===== src/rtl/route_pkg.sv =====
// Shared types and default sizes for the routing memory and its scheduler.
package route_pkg;
  localparam int DEPTH      = 32;
  localparam int DATA_WIDTH = 8;
  localparam int MAX_WIDTH  = 9;

  typedef enum logic [2:0] {IDLE, CHECK, ROUTE, HOLD, GAP} route_state_t;
endpackage


===== src/rtl/route_scheduler_if.sv =====
// Host, job, memory_top and PE-stream signals of the route scheduler.
interface route_scheduler_if #(
  parameter int Depth      = route_pkg::DEPTH,
  parameter int DataWidth  = route_pkg::DATA_WIDTH,
  parameter int MaxWidth   = route_pkg::MAX_WIDTH,
  parameter int CountWidth = 8,
  parameter int AddrWidth  = $clog2(Depth),
  parameter int LenWidth   = $clog2(MaxWidth + 1)
);
  logic                          hostWriteEn;
  logic [AddrWidth-1:0]          hostWriteAddr;
  logic [DataWidth-1:0]          hostDataIn;
  logic                          hostWriteErr;
  logic                          jobValid;
  logic                          jobReady;
  logic [AddrWidth-1:0]          jobBase;
  logic [AddrWidth-1:0]          jobStride;
  logic [LenWidth-1:0]           jobLen;
  logic [CountWidth-1:0]         jobCount;
  logic                          jobErr;
  logic                          memWriteEn;
  logic [AddrWidth-1:0]          memWriteAddr;
  logic [DataWidth-1:0]          memDataIn;
  logic                          memRouteEn;
  logic [AddrWidth-1:0]          memStartAddr;
  logic [AddrWidth-1:0]          memFinalAddr;
  logic                          memFinished;
  logic [MaxWidth*DataWidth-1:0] memDataOut;
  logic                          outValid;
  logic                          outReady;
  logic [MaxWidth*DataWidth-1:0] outData;
  logic [CountWidth-1:0]         outIndex;
  logic                          outLast;
  logic                          busy;
  logic                          done;

  modport master (
    input  hostWriteEn, hostWriteAddr, hostDataIn, jobValid, jobBase, jobStride,
           jobLen, jobCount, memFinished, memDataOut, outReady,
    output hostWriteErr, jobReady, jobErr, memWriteEn, memWriteAddr, memDataIn,
           memRouteEn, memStartAddr, memFinalAddr, outValid, outData, outIndex,
           outLast, busy, done
  );

  modport slave (
    output hostWriteEn, hostWriteAddr, hostDataIn, jobValid, jobBase, jobStride,
           jobLen, jobCount, memFinished, memDataOut, outReady,
    input  hostWriteErr, jobReady, jobErr, memWriteEn, memWriteAddr, memDataIn,
           memRouteEn, memStartAddr, memFinalAddr, outValid, outData, outIndex,
           outLast, busy, done
  );
endinterface


===== src/rtl/route_addr_gen.sv =====
// Window address generator: running start address instead of base + k*stride.
module route_addr_gen #(
  parameter int AddrWidth  = 5,
  parameter int LenWidth   = 4,
  parameter int CountWidth = 8
) (
  input  logic                  clk,
  input  logic                  rst,
  input  logic                  load,
  input  logic                  advance,
  input  logic [AddrWidth-1:0]  baseIn,
  input  logic [AddrWidth-1:0]  strideIn,
  input  logic [LenWidth-1:0]   len,
  input  logic [CountWidth-1:0] count,
  output logic [AddrWidth-1:0]  startAddr,
  output logic [AddrWidth-1:0]  finalAddr,
  output logic [AddrWidth-1:0]  stride,
  output logic [CountWidth-1:0] k,
  output logic                  isLast
);
  always_ff @(posedge clk or negedge rst) begin
    if (!rst) begin
      startAddr <= '0;
      stride    <= '0;
      k         <= '0;
    end else if (load) begin
      startAddr <= baseIn;
      stride    <= strideIn;
      k         <= '0;
    end else if (advance) begin
      startAddr <= startAddr + stride;
      k         <= k + CountWidth'(1);
    end
  end

  // Exclusive end; legal jobs never exceed Depth, so only Depth itself can wrap.
  assign finalAddr = startAddr + AddrWidth'(len);
  assign isLast    = (k == count - CountWidth'(1));
endmodule


===== src/rtl/route_scheduler.sv =====
// Job-level controller: checks a strided window job, routes each window, streams results.
module route_scheduler
  import route_pkg::*;
#(
  parameter int Depth      = DEPTH,
  parameter int DataWidth  = DATA_WIDTH,
  parameter int MaxWidth   = MAX_WIDTH,
  parameter int CountWidth = 8,
  parameter int AddrWidth  = $clog2(Depth),
  parameter int LenWidth   = $clog2(MaxWidth + 1)
) (
  input logic                clk,
  input logic                rst,
  route_scheduler_if.master  bus
);
  localparam int BoundWidth = AddrWidth + CountWidth + LenWidth + 1;

  route_state_t                  state;
  logic [LenWidth-1:0]           len;
  logic [CountWidth-1:0]         count;
  logic [CountWidth-1:0]         countM1;
  logic [AddrWidth-1:0]          startAddr;
  logic [AddrWidth-1:0]          finalAddr;
  logic [AddrWidth-1:0]          stride;
  logic [CountWidth-1:0]         k;
  logic                          isLast;
  logic                          load;
  logic                          advance;
  logic                          lenBad;
  logic                          boundBad;
  logic                          countZero;
  logic [BoundWidth-1:0]         bound;
  logic [MaxWidth*DataWidth-1:0] maskedData;

  assign load    = (state == IDLE) & bus.jobValid & bus.jobReady;
  assign advance = (state == HOLD) & bus.outReady & ~bus.outLast;

  route_addr_gen #(
    .AddrWidth (AddrWidth),
    .LenWidth  (LenWidth),
    .CountWidth(CountWidth)
  ) uAddrGen (
    .clk      (clk),
    .rst      (rst),
    .load     (load),
    .advance  (advance),
    .baseIn   (bus.jobBase),
    .strideIn (bus.jobStride),
    .len      (len),
    .count    (count),
    .startAddr(startAddr),
    .finalAddr(finalAddr),
    .stride   (stride),
    .k        (k),
    .isLast   (isLast)
  );

  // In CHECK the running start address still equals the job base.
  assign countZero = (count == '0);
  assign countM1   = count - CountWidth'(1);
  assign bound     = BoundWidth'(startAddr) + BoundWidth'(countM1) * BoundWidth'(stride)
                   + BoundWidth'(len);
  assign lenBad    = (len == '0) || (len > LenWidth'(MaxWidth));
  assign boundBad  = !countZero && (bound > BoundWidth'(Depth));

  for (genvar e = 0; e < MaxWidth; e++) begin : gLane
    assign maskedData[e*DataWidth +: DataWidth] =
      (LenWidth'(e) < len) ? bus.memDataOut[e*DataWidth +: DataWidth] : '0;
  end

  assign bus.memWriteEn   = bus.hostWriteEn & (state == IDLE);
  assign bus.memWriteAddr = bus.hostWriteAddr;
  assign bus.memDataIn    = bus.hostDataIn;
  assign bus.memStartAddr = startAddr;
  assign bus.memFinalAddr = finalAddr;
  assign bus.busy         = (state != IDLE);

  always_ff @(posedge clk or negedge rst) begin
    if (!rst) begin
      state            <= IDLE;
      len              <= '0;
      count            <= '0;
      bus.jobReady     <= 1'b1;
      bus.jobErr       <= 1'b0;
      bus.done         <= 1'b0;
      bus.hostWriteErr <= 1'b0;
      bus.memRouteEn   <= 1'b0;
      bus.outValid     <= 1'b0;
      bus.outData      <= '0;
      bus.outIndex     <= '0;
      bus.outLast      <= 1'b0;
    end else begin
      bus.jobErr       <= 1'b0;
      bus.done         <= 1'b0;
      bus.hostWriteErr <= bus.hostWriteEn & (state != IDLE);
      unique case (state)
        IDLE: if (load) begin
          len          <= bus.jobLen;
          count        <= bus.jobCount;
          bus.jobReady <= 1'b0;
          state        <= CHECK;
        end
        CHECK: begin
          if (lenBad || boundBad) begin
            bus.jobErr   <= 1'b1;
            bus.jobReady <= 1'b1;
            state        <= IDLE;
          end else if (countZero) begin
            bus.done     <= 1'b1;
            bus.jobReady <= 1'b1;
            state        <= IDLE;
          end else begin
            bus.memRouteEn <= 1'b1;
            state          <= ROUTE;
          end
        end
        ROUTE: if (bus.memFinished) begin
          bus.outData    <= maskedData;
          bus.outIndex   <= k;
          bus.outLast    <= isLast;
          bus.memRouteEn <= 1'b0;
          bus.outValid   <= 1'b1;
          state          <= HOLD;
        end
        HOLD: if (bus.outReady) begin
          bus.outValid <= 1'b0;
          if (bus.outLast) begin
            bus.done     <= 1'b1;
            bus.jobReady <= 1'b1;
            state        <= IDLE;
          end else begin
            state <= GAP;
          end
        end
        // Router needs routeEn low for a cycle before it accepts the next window.
        GAP: begin
          bus.memRouteEn <= 1'b1;
          state          <= ROUTE;
        end
        default: state <= IDLE;
      endcase
    end
  end
endmodule


===== src/flat_wrapper.sv =====
// flat-port wrapper written by rule: the top's interface ports become plain ports
module route_scheduler_flat import route_pkg::*;
#(
  parameter int Depth      = DEPTH,
  parameter int DataWidth  = DATA_WIDTH,
  parameter int MaxWidth   = MAX_WIDTH,
  parameter int CountWidth = 8,
  parameter int AddrWidth  = $clog2(Depth),
  parameter int LenWidth   = $clog2(MaxWidth + 1)
)
  (clk, rst, bus_hostWriteEn, bus_hostWriteAddr, bus_hostDataIn, bus_jobValid, bus_jobBase, bus_jobStride, bus_jobLen, bus_jobCount, bus_memFinished, bus_memDataOut, bus_outReady, bus_hostWriteErr, bus_jobReady, bus_jobErr, bus_memWriteEn, bus_memWriteAddr, bus_memDataIn, bus_memRouteEn, bus_memStartAddr, bus_memFinalAddr, bus_outValid, bus_outData, bus_outIndex, bus_outLast, bus_busy, bus_done);
  route_scheduler_if #(.Depth(Depth), .DataWidth(DataWidth), .MaxWidth(MaxWidth), .CountWidth(CountWidth), .AddrWidth(AddrWidth), .LenWidth(LenWidth)) bus_i ();
  input logic clk;
  input logic rst;
  input wire logic [$bits(bus_i.hostWriteEn)-1:0] bus_hostWriteEn;
  input wire logic [$bits(bus_i.hostWriteAddr)-1:0] bus_hostWriteAddr;
  input wire logic [$bits(bus_i.hostDataIn)-1:0] bus_hostDataIn;
  input wire logic [$bits(bus_i.jobValid)-1:0] bus_jobValid;
  input wire logic [$bits(bus_i.jobBase)-1:0] bus_jobBase;
  input wire logic [$bits(bus_i.jobStride)-1:0] bus_jobStride;
  input wire logic [$bits(bus_i.jobLen)-1:0] bus_jobLen;
  input wire logic [$bits(bus_i.jobCount)-1:0] bus_jobCount;
  input wire logic [$bits(bus_i.memFinished)-1:0] bus_memFinished;
  input wire logic [$bits(bus_i.memDataOut)-1:0] bus_memDataOut;
  input wire logic [$bits(bus_i.outReady)-1:0] bus_outReady;
  output wire logic [$bits(bus_i.hostWriteErr)-1:0] bus_hostWriteErr;
  output wire logic [$bits(bus_i.jobReady)-1:0] bus_jobReady;
  output wire logic [$bits(bus_i.jobErr)-1:0] bus_jobErr;
  output wire logic [$bits(bus_i.memWriteEn)-1:0] bus_memWriteEn;
  output wire logic [$bits(bus_i.memWriteAddr)-1:0] bus_memWriteAddr;
  output wire logic [$bits(bus_i.memDataIn)-1:0] bus_memDataIn;
  output wire logic [$bits(bus_i.memRouteEn)-1:0] bus_memRouteEn;
  output wire logic [$bits(bus_i.memStartAddr)-1:0] bus_memStartAddr;
  output wire logic [$bits(bus_i.memFinalAddr)-1:0] bus_memFinalAddr;
  output wire logic [$bits(bus_i.outValid)-1:0] bus_outValid;
  output wire logic [$bits(bus_i.outData)-1:0] bus_outData;
  output wire logic [$bits(bus_i.outIndex)-1:0] bus_outIndex;
  output wire logic [$bits(bus_i.outLast)-1:0] bus_outLast;
  output wire logic [$bits(bus_i.busy)-1:0] bus_busy;
  output wire logic [$bits(bus_i.done)-1:0] bus_done;
  assign bus_i.hostWriteEn = bus_hostWriteEn;
  assign bus_i.hostWriteAddr = bus_hostWriteAddr;
  assign bus_i.hostDataIn = bus_hostDataIn;
  assign bus_i.jobValid = bus_jobValid;
  assign bus_i.jobBase = bus_jobBase;
  assign bus_i.jobStride = bus_jobStride;
  assign bus_i.jobLen = bus_jobLen;
  assign bus_i.jobCount = bus_jobCount;
  assign bus_i.memFinished = bus_memFinished;
  assign bus_i.memDataOut = bus_memDataOut;
  assign bus_i.outReady = bus_outReady;
  assign bus_hostWriteErr = bus_i.hostWriteErr;
  assign bus_jobReady = bus_i.jobReady;
  assign bus_jobErr = bus_i.jobErr;
  assign bus_memWriteEn = bus_i.memWriteEn;
  assign bus_memWriteAddr = bus_i.memWriteAddr;
  assign bus_memDataIn = bus_i.memDataIn;
  assign bus_memRouteEn = bus_i.memRouteEn;
  assign bus_memStartAddr = bus_i.memStartAddr;
  assign bus_memFinalAddr = bus_i.memFinalAddr;
  assign bus_outValid = bus_i.outValid;
  assign bus_outData = bus_i.outData;
  assign bus_outIndex = bus_i.outIndex;
  assign bus_outLast = bus_i.outLast;
  assign bus_busy = bus_i.busy;
  assign bus_done = bus_i.done;
  route_scheduler #(.Depth(Depth), .DataWidth(DataWidth), .MaxWidth(MaxWidth), .CountWidth(CountWidth), .AddrWidth(AddrWidth), .LenWidth(LenWidth)) u_core (.clk(clk), .rst(rst), .bus(bus_i));
endmodule

===== config.mk =====
export PLATFORM = sky130hd
export DESIGN_NAME = route_scheduler_flat
export DESIGN_NICKNAME = d
export VERILOG_FILES = /design/src/rtl/route_pkg.sv /design/src/rtl/route_scheduler_if.sv /design/src/rtl/route_addr_gen.sv /design/src/rtl/route_scheduler.sv /design/src/flat_wrapper.sv
export SDC_FILE = /design/constraint.sdc
export NUM_CORES = 1
export LEC_CHECK = 0
export BUFFER_PORTS_ARGS = -buffer_cell sky130_fd_sc_hd__buf_2
export CORE_MARGIN = 2
export CORE_UTILIZATION = 55
export DETAILED_ROUTE_END_ITERATION = 12
export GPL_ROUTABILITY_DRIVEN = 1
export GPL_TIMING_DRIVEN = 0
export PLACE_DENSITY = 0.85
export SETUP_SLACK_MARGIN = 0.1
export SLEW_MARGIN = 20
export SYNTH_ARGS = -nofsm -noshare
export SYNTH_HDL_FRONTEND = slang
export SYNTH_SLANG_ARGS = --single-unit

===== constraint.sdc =====
create_clock -name clk -period 11.9 [get_ports clk]
set_clock_uncertainty 0.1 [all_clocks]
set_input_delay 2.38 -clock clk [delete_from_list [all_inputs] [get_ports clk]]
set_output_delay 2.38 -clock clk [all_outputs]
set_load 0.05 [all_outputs]

==> results of run 1 <==
flip-flops by register name (all words and copies together) (netlist names), 3 cells and up:
signal,cells
u_core.bus.outData,72
u_core.bus.outIndex,8
u_core.count,8
u_core.len,4
u_core.state,3
u_core.uAddrGen.k,8
u_core.uAddrGen.startAddr,5
u_core.uAddrGen.stride,5
layer usage:
metal	vias to the layer above	track usage	routed length, µm
li1	2899	-	-
met2	256	0.518	9980
met5	-	0	0
met1	3013	0.333	7430
met3	46	0.0678	1200
met4	0	0.111	654
through the flow:
step                hold slack, ns  instance area (µm²)  instances
global route                 0.400                 8940       1125
finish                       0.376                 8940       1125
global placement             0.357                 8370       1093
floorplan                    0.390                 7090        710
CTS                          0.379                 8940       1125
detailed placement           0.364                 8400       1094
worst max path at each step:
stage,startpoint,end,depth (start not counted)
5_1_grt,u_core.count[0],u_core.state[1],19
3_5_place_dp,u_core.count[0],u_core.state[1],19
6_report,u_core.count[0],u_core.state[1],19
4_1_cts,u_core.count[0],u_core.state[1],19
2_1_floorplan,u_core.count[0],u_core.state[1],19
3_3_place_gp,u_core.count[0],u_core.state[1],19
layout by cell type (no fill, tap or decap), types with 5 or more instances in the layout:
master and n:
buf_2 210, dfrtp_1 119, nand2_1 102, a22o_1 56, inv_1 53, ha_1 41, nor2_1 37, o21ai_0 30
fa_1 26, a21oi_1 25, clkbuf_1 24, nor2b_1 24, xnor2_1 20, clkbuf_16 17, xor2_1 15, nand2b_1 13
a21o_1 13, nor3_1 13, buf_4 13, nand3_1 8, mux2_2 8, nor4_1 5, and2_1 5, mux2i_1 5
cells by family after synthesis:
family / Yosys count / share of synthesized area
adder cells (fa/ha/maj): 67 / 0.146
flip-flops: 120 / 0.423
XOR/XNOR: 35 / 0.0432
AND/OR/NAND/NOR: 229 / 0.154
buffers and inverters: 91 / 0.0550
multiplexers: 13 / 0.0198
AO/OA/AOI/OAI: 155 / 0.159
cell type report:
cell class / instances / area (µm²) / area share
plain buffers: 38 / 191 / 0.0214
multi-input cells: 499 / 3700 / 0.414
flip-flops and latches: 120 / 3000 / 0.336
clock buffers: 18 / 439 / 0.0491
repair buffers: 212 / 1090 / 0.122
clock inverters: 13 / 97.6 / 0.0109
well taps: 172 / 215 / 0.0241
inverters: 53 / 199 / 0.0223
worst min-delay path, stage by stage, from the launching register on:
cell and delay (ns):
dfrtp_1 0.34, nand2_1 0.04, o21ai_0 0.06
==> metrics.yaml, run 1 <==
run_status:
  status: "complete, no violations"
timing:
  finalMaxSlewViolations: 0
  rsz0062_at_grt: "no"
  period_share: 0.540
  slew_headroom: 0.329
  fmaxAchievable_mhz: 156
  setup_slack_ns: 5.47
  period_needed_ns: 6.43
  fin_setup_tns_ns: 0
  hold_violations: 0
  finalSetupViolations: 0
  worst_pin_slew_ns: 0.999
die:
  die_w_um: 118
  ios: 225
  die_h_um: 118
  dieArea_mm2: 0.0138
  fp-row-count: 41
  core-area_mm2: 0.0126
  initial_core_util: 0.562
worst_setup_path:
  crit_chain: "clkbuf_1 -> inv_1 -> ha_1 -> nand2_1 -> xor2_1 -> nor2b_1 -> fa_1 -> fa_1 -> inv_1 -> fa_1 -> inv_1 -> ha_1 -> a21o_1 -> and2_4 -> or4_4 -> a2111o_1 -> a211o_1 -> or4b_4 -> o221ai_2"
  crit_required_ns: 12.12
  timing.rr.start: "u_core.count[0]"
  worstPathMaxFanout: 8
  cp-start-kind: "flip-flop"
  critPathCaptureType: "flip-flop"
  crit_slowest_cell: "fa_1"
  timing.rr.end: "u_core.state[1]"
  max_stage_delay_ns: 0.55
  crit_type: "flip-flop to flip-flop"
  r2r_slack_ns: 5.47
  worstRegToRegCells: 19
  crit_family: "adder cells"
  crit_buf_inv: 4
  cp.arrival_ns: 6.65
synth:
  synthTopCellsByCount: "dfrtp_1, nand2_1, a22o_1"
  synth_top_area_frac: 0.420
  yosysUniqueCellTypes: 57
  syn_avg_cell_area_um2: 9.99
  yosys.area.top_type: "dfrtp_1"
  synth.area.top_cells: "dfrtp_1, fa_1, ha_1"
  syn_inst: 710
  synth_edf_count: 0
  yosys_warnings: 0
  yosys.cell_count.top_type: "dfrtp_1"
  ys_ff_latch: 120
  syn_nets: 890
  postSynth.asyncResetShare: 1.00
  ys.flop_type: "dfrtp_1"
  seq_area_frac_synth: 0.423
  synth_area_mm2: 0.00709
drt:
  ant_nets: 0
  wirelength_um: 19300
  via_count: 6214
  wl_per_cell_um: 17.1
  dr.first_iter.drc_count: 325
  first_pass_iters: 5
  drcViolationCount: 0
  viasPerCell: 5.52
global_route:
  grt_pass1_wl_um: 31600
  grt_antenna_before_repair: 0
  grt_max_degree: 69
  gr-usage-all-layers: 0.288
  overflow: 0
  grt_pass1_vias: 6516
clock_tree:
  cts-buffers-inserted: 17
  htreeDepth: 4
  clockBufferDepth: 2
  post_cts_resized: 0
  root_buffer: "clkbuf_16"
  tritoncts: "done"
  cts_setup_buffers: 0
  path_clk_slew_ns: 0.06
  clock-sinks: 120
  clock_latency_ns: 0.41
  hold_buffers: 0
placement:
  dp_slack_ns: 5.47
  port_buffers: 211
  hpwlAfterDp_um: 14900
  gp_congestion: 0.892
final_layout:
  antennaDiodeCount: 0
  fillers: 983
  fin_util: 0.708
  syn_to_final_growth_pct: 26.0
  nets: 1121
  drive_above_1_share: 0.289
min_path:
  hp-start: "u_core.bus.outData[63]"
  hp-class: "flip-flop to flip-flop"
  whs_endpoint: "u_core.bus.outData[63]"
  whs_path_depth: 2
flow_run:
  cap_viol_max_count: 0
Power of run 1 is not shown: default switching activity piles up to over one toggle a cycle in this logic, so the estimate is an artifact.
==> inputs of run 2 (changes only) <==
--- a/config.mk
+++ b/config.mk
@@ -7,11 +7,11 @@
 export LEC_CHECK = 0
 export BUFFER_PORTS_ARGS = -buffer_cell sky130_fd_sc_hd__buf_2
 export CORE_MARGIN = 2
-export CORE_UTILIZATION = 55
+export CORE_UTILIZATION = 52
 export DETAILED_ROUTE_END_ITERATION = 12
 export GPL_ROUTABILITY_DRIVEN = 1
 export GPL_TIMING_DRIVEN = 0
-export PLACE_DENSITY = 0.85
+export PLACE_DENSITY = 0.81
 export SETUP_SLACK_MARGIN = 0.1
 export SLEW_MARGIN = 20
 export SYNTH_ARGS = -nofsm -noshare
==> constraint.sdc (replaced) <==
create_clock -name clk -period 6.4 [get_ports clk]
set_clock_uncertainty 0.1 [all_clocks]
set_input_delay 1.28 -clock clk [delete_from_list [all_inputs] [get_ports clk]]
set_output_delay 1.28 -clock clk [all_outputs]
set_load 0.05 [all_outputs]
==> run 2 against run 1 <==
Effect of this change:
- die area rose by 5.6%
- count of clock-buffer cells in the layout grew 4
- hold slack is essentially flat
- via count increased by 0.26%
- fmax grew 7.5%
- sequential share of layout area decreased by 0.26 points
- critical path depth is 1 lower
- utilization decreased by 3.1 points
- sequential cell count stayed put
==> metrics.yaml, run 2 (synthesized netlist as in run 1, its figures left out) <==
final_layout:
  multi_input_area_mm2: 0.00373  # +0.95%
  antennaDiodeCount: 0  # unchanged
  syn_to_final_growth_pct: 27.0
  fillers: 1062  # +8.0%
  final_cell_mix: "buf_2, dfrtp_1, nand2_1, a22o_1, inv_1"
  layout.area.seq_mm2: 0.00301  # about the same
  drive_above_1_share: 0.292  # +0.00376
  nets: 1120  # -0.089%
  layout_commonest_cell: "buf_2"
  top_register: "u_core.bus.outData"
  largest_reg_flops: 72  # unchanged
min_path:
  hp-start: "u_core.bus.outData[26]"
  hp-class: "flip-flop to flip-flop"
global_route:
  grt_max_degree: 78  # +13%
  use_met1: 0.347  # +0.0140
  overflow: 0  # unchanged
  met2_usage: 0.484  # -0.0338
  grt_antenna_before_repair: 0  # unchanged
  grt_pass1_vias: 6398  # -1.8%
  top_usage_layer: "met2"
  grt_pass1_wl_um: 31700  # +0.39%
  grtUsageMet3: 0.0689  # +0.00104
  gr-usage-all-layers: 0.282  # -0.00641
timing:
  rsz0062_at_grt: "no"
  finalSetupViolations: 0  # unchanged
  finalMaxSlewViolations: 0  # unchanged
  hold_violations: 0  # unchanged
  slew_headroom: 0.369  # +0.0401
  period_share: 0.935  # +0.395
  fmaxAchievable_mhz: 167  # +7.5%
  worst_pin_slew_ns: 0.940  # -0.0596 ns
  fin_setup_tns_ns: 0  # unchanged
  period_needed_ns: 5.98  # -0.446 ns
worst_setup_path:
  startpoint: "u_core.count[0]"
  crit_required_ns: 6.64  # -5.48 ns
  timing.rr.start: "u_core.count[0]"
  critPathCaptureType: "flip-flop"
  crit_type: "flip-flop to flip-flop"
  cp-start-kind: "flip-flop"
  worstPathMaxFanout: 8  # unchanged
  cp.arrival_ns: 6.23  # -0.42 ns
die:
  core-area_mm2: 0.0133  # +5.4%
  die_h_um: 121  # +2.7%
  initial_core_util: 0.534  # -0.0286
  dieArea_mm2: 0.0146  # +5.6%
  fp-row-count: 42  # +2.4%
  die_w_um: 121  # +2.7%
  ios: 225  # unchanged
clock_tree:
  path_clk_slew_ns: 0.05  # about the same
  root_buffer: "clkbuf_16"
  clockBufferDepth: 2  # unchanged
  tritoncts: "done"
  htreeDepth: 4  # unchanged
  clock-sinks: 120  # unchanged
  cts-buffers-inserted: 17  # unchanged
  clock_latency_ns: 0.42  # about the same
drt:
  ant_nets: 0  # unchanged
  via_count: 6230  # +0.26%
  first_pass_iters: 5  # unchanged
  drcViolationCount: 0  # unchanged
  wl_per_cell_um: 17.4  # +1.5%
  wirelength_um: 19600  # +1.7%
  viasPerCell: 5.53  # about the same
  dr.first_iter.drc_count: 313  # -3.7%
flow_run:
  cap_viol_max_count: 0  # unchanged
placement:
  hpwlAfterDp_um: 14700  # -1.6%
  gp_congestion: 0.880  # -1.4%
  port_buffers: 211  # unchanged
run_status:
  status: "complete, no violations"
==> run 2: cell count changes in the layout (fill, tap and decap cells not counted), moves of 2 or more <==
| cell | change |
|---|---|
| clkinv_4 | -2 |
| xor2_1 | -3 |
| inv_6 | -4 |
| xor2_2 | +3 |
| clkbuf_8 | +2 |
| bufinv_16 | +2 |
==> run 2: critical path, stage by stage (launching register included) <==
cell      delay, ns
dfrtp_2        0.49
inv_1          0.12
ha_1           0.27
nand2_1        0.13
xor2_2         0.34
nor2b_1        0.11
fa_1           0.47
fa_1           0.55
inv_1          0.05
fa_1           0.52
inv_1          0.04
ha_1           0.34
a21o_1         0.24
and2_4         0.18
or4_4          0.53
a2111o_1       0.40
a211o_1        0.33
or4b_4         0.51
o221ai_2       0.19
==> run 2: metal layers <==
layer	vias up	wire [µm]
met1	3037	7570
met3	46	1430
met2	256	10100
li1	2891	-
met4	0	506
met5	-	0
==> run 2: worst paths after layout <==
| check | slack (ns) | cells after the start | endpoint |
|---|---|---|---|
| setup / recovery | 0.42 | 18 | u_core.state[1] |
| hold / removal | 0.38 | 2 | u_core.bus.outData[26] |
| setup reg to reg | 0.42 | 18 | u_core.state[1] |
| hold reg to reg | 0.38 | 2 | u_core.bus.outData[26] |
| max in group asynchronous | 4.77 | 2 | u_core.bus.jobReady |
| min in group asynchronous | 0.68 | 1 | u_core.bus.outData[71] |
==> run 2: through the flow <==
| stage | instances | util | hold WS (ns) | worst slack [ns] | instance area, µm² |
|---|---|---|---|---|---|
| floorplan | 710 | - | 0.390 | 0.663 | 7090 |
| global placement | 1097 | 0.630 | 0.356 | 0.152 | 8370 |
| detailed placement | 1098 | 0.632 | 0.366 | 0.118 | 8400 |
| CTS | 1128 | 0.676 | 0.377 | 0.175 | 8990 |
| global route | 1127 | 0.678 | 0.413 | 0.167 | 9010 |
| finish | 1127 | 0.678 | 0.375 | 0.417 | 9010 |
==> run 2: area by class of cell <==
type,count,share of cell area
tap,176,0.0244
inverter,53,0.0221
clock inverter,8,0.0108
multi-input combinational,499,0.415
buffer,37,0.0208
sequential,120,0.334
timing repair buffer,212,0.121
clock buffer,22,0.0526
==> run 2: what timing repair did <==
action,4_1_cts,5_1_grt
gates resized for setup,2,4
hold buffers,0,0
endpoints found under the setup margin,2,3
setup buffers,0,0
Power of run 2 is left out for the same reason.
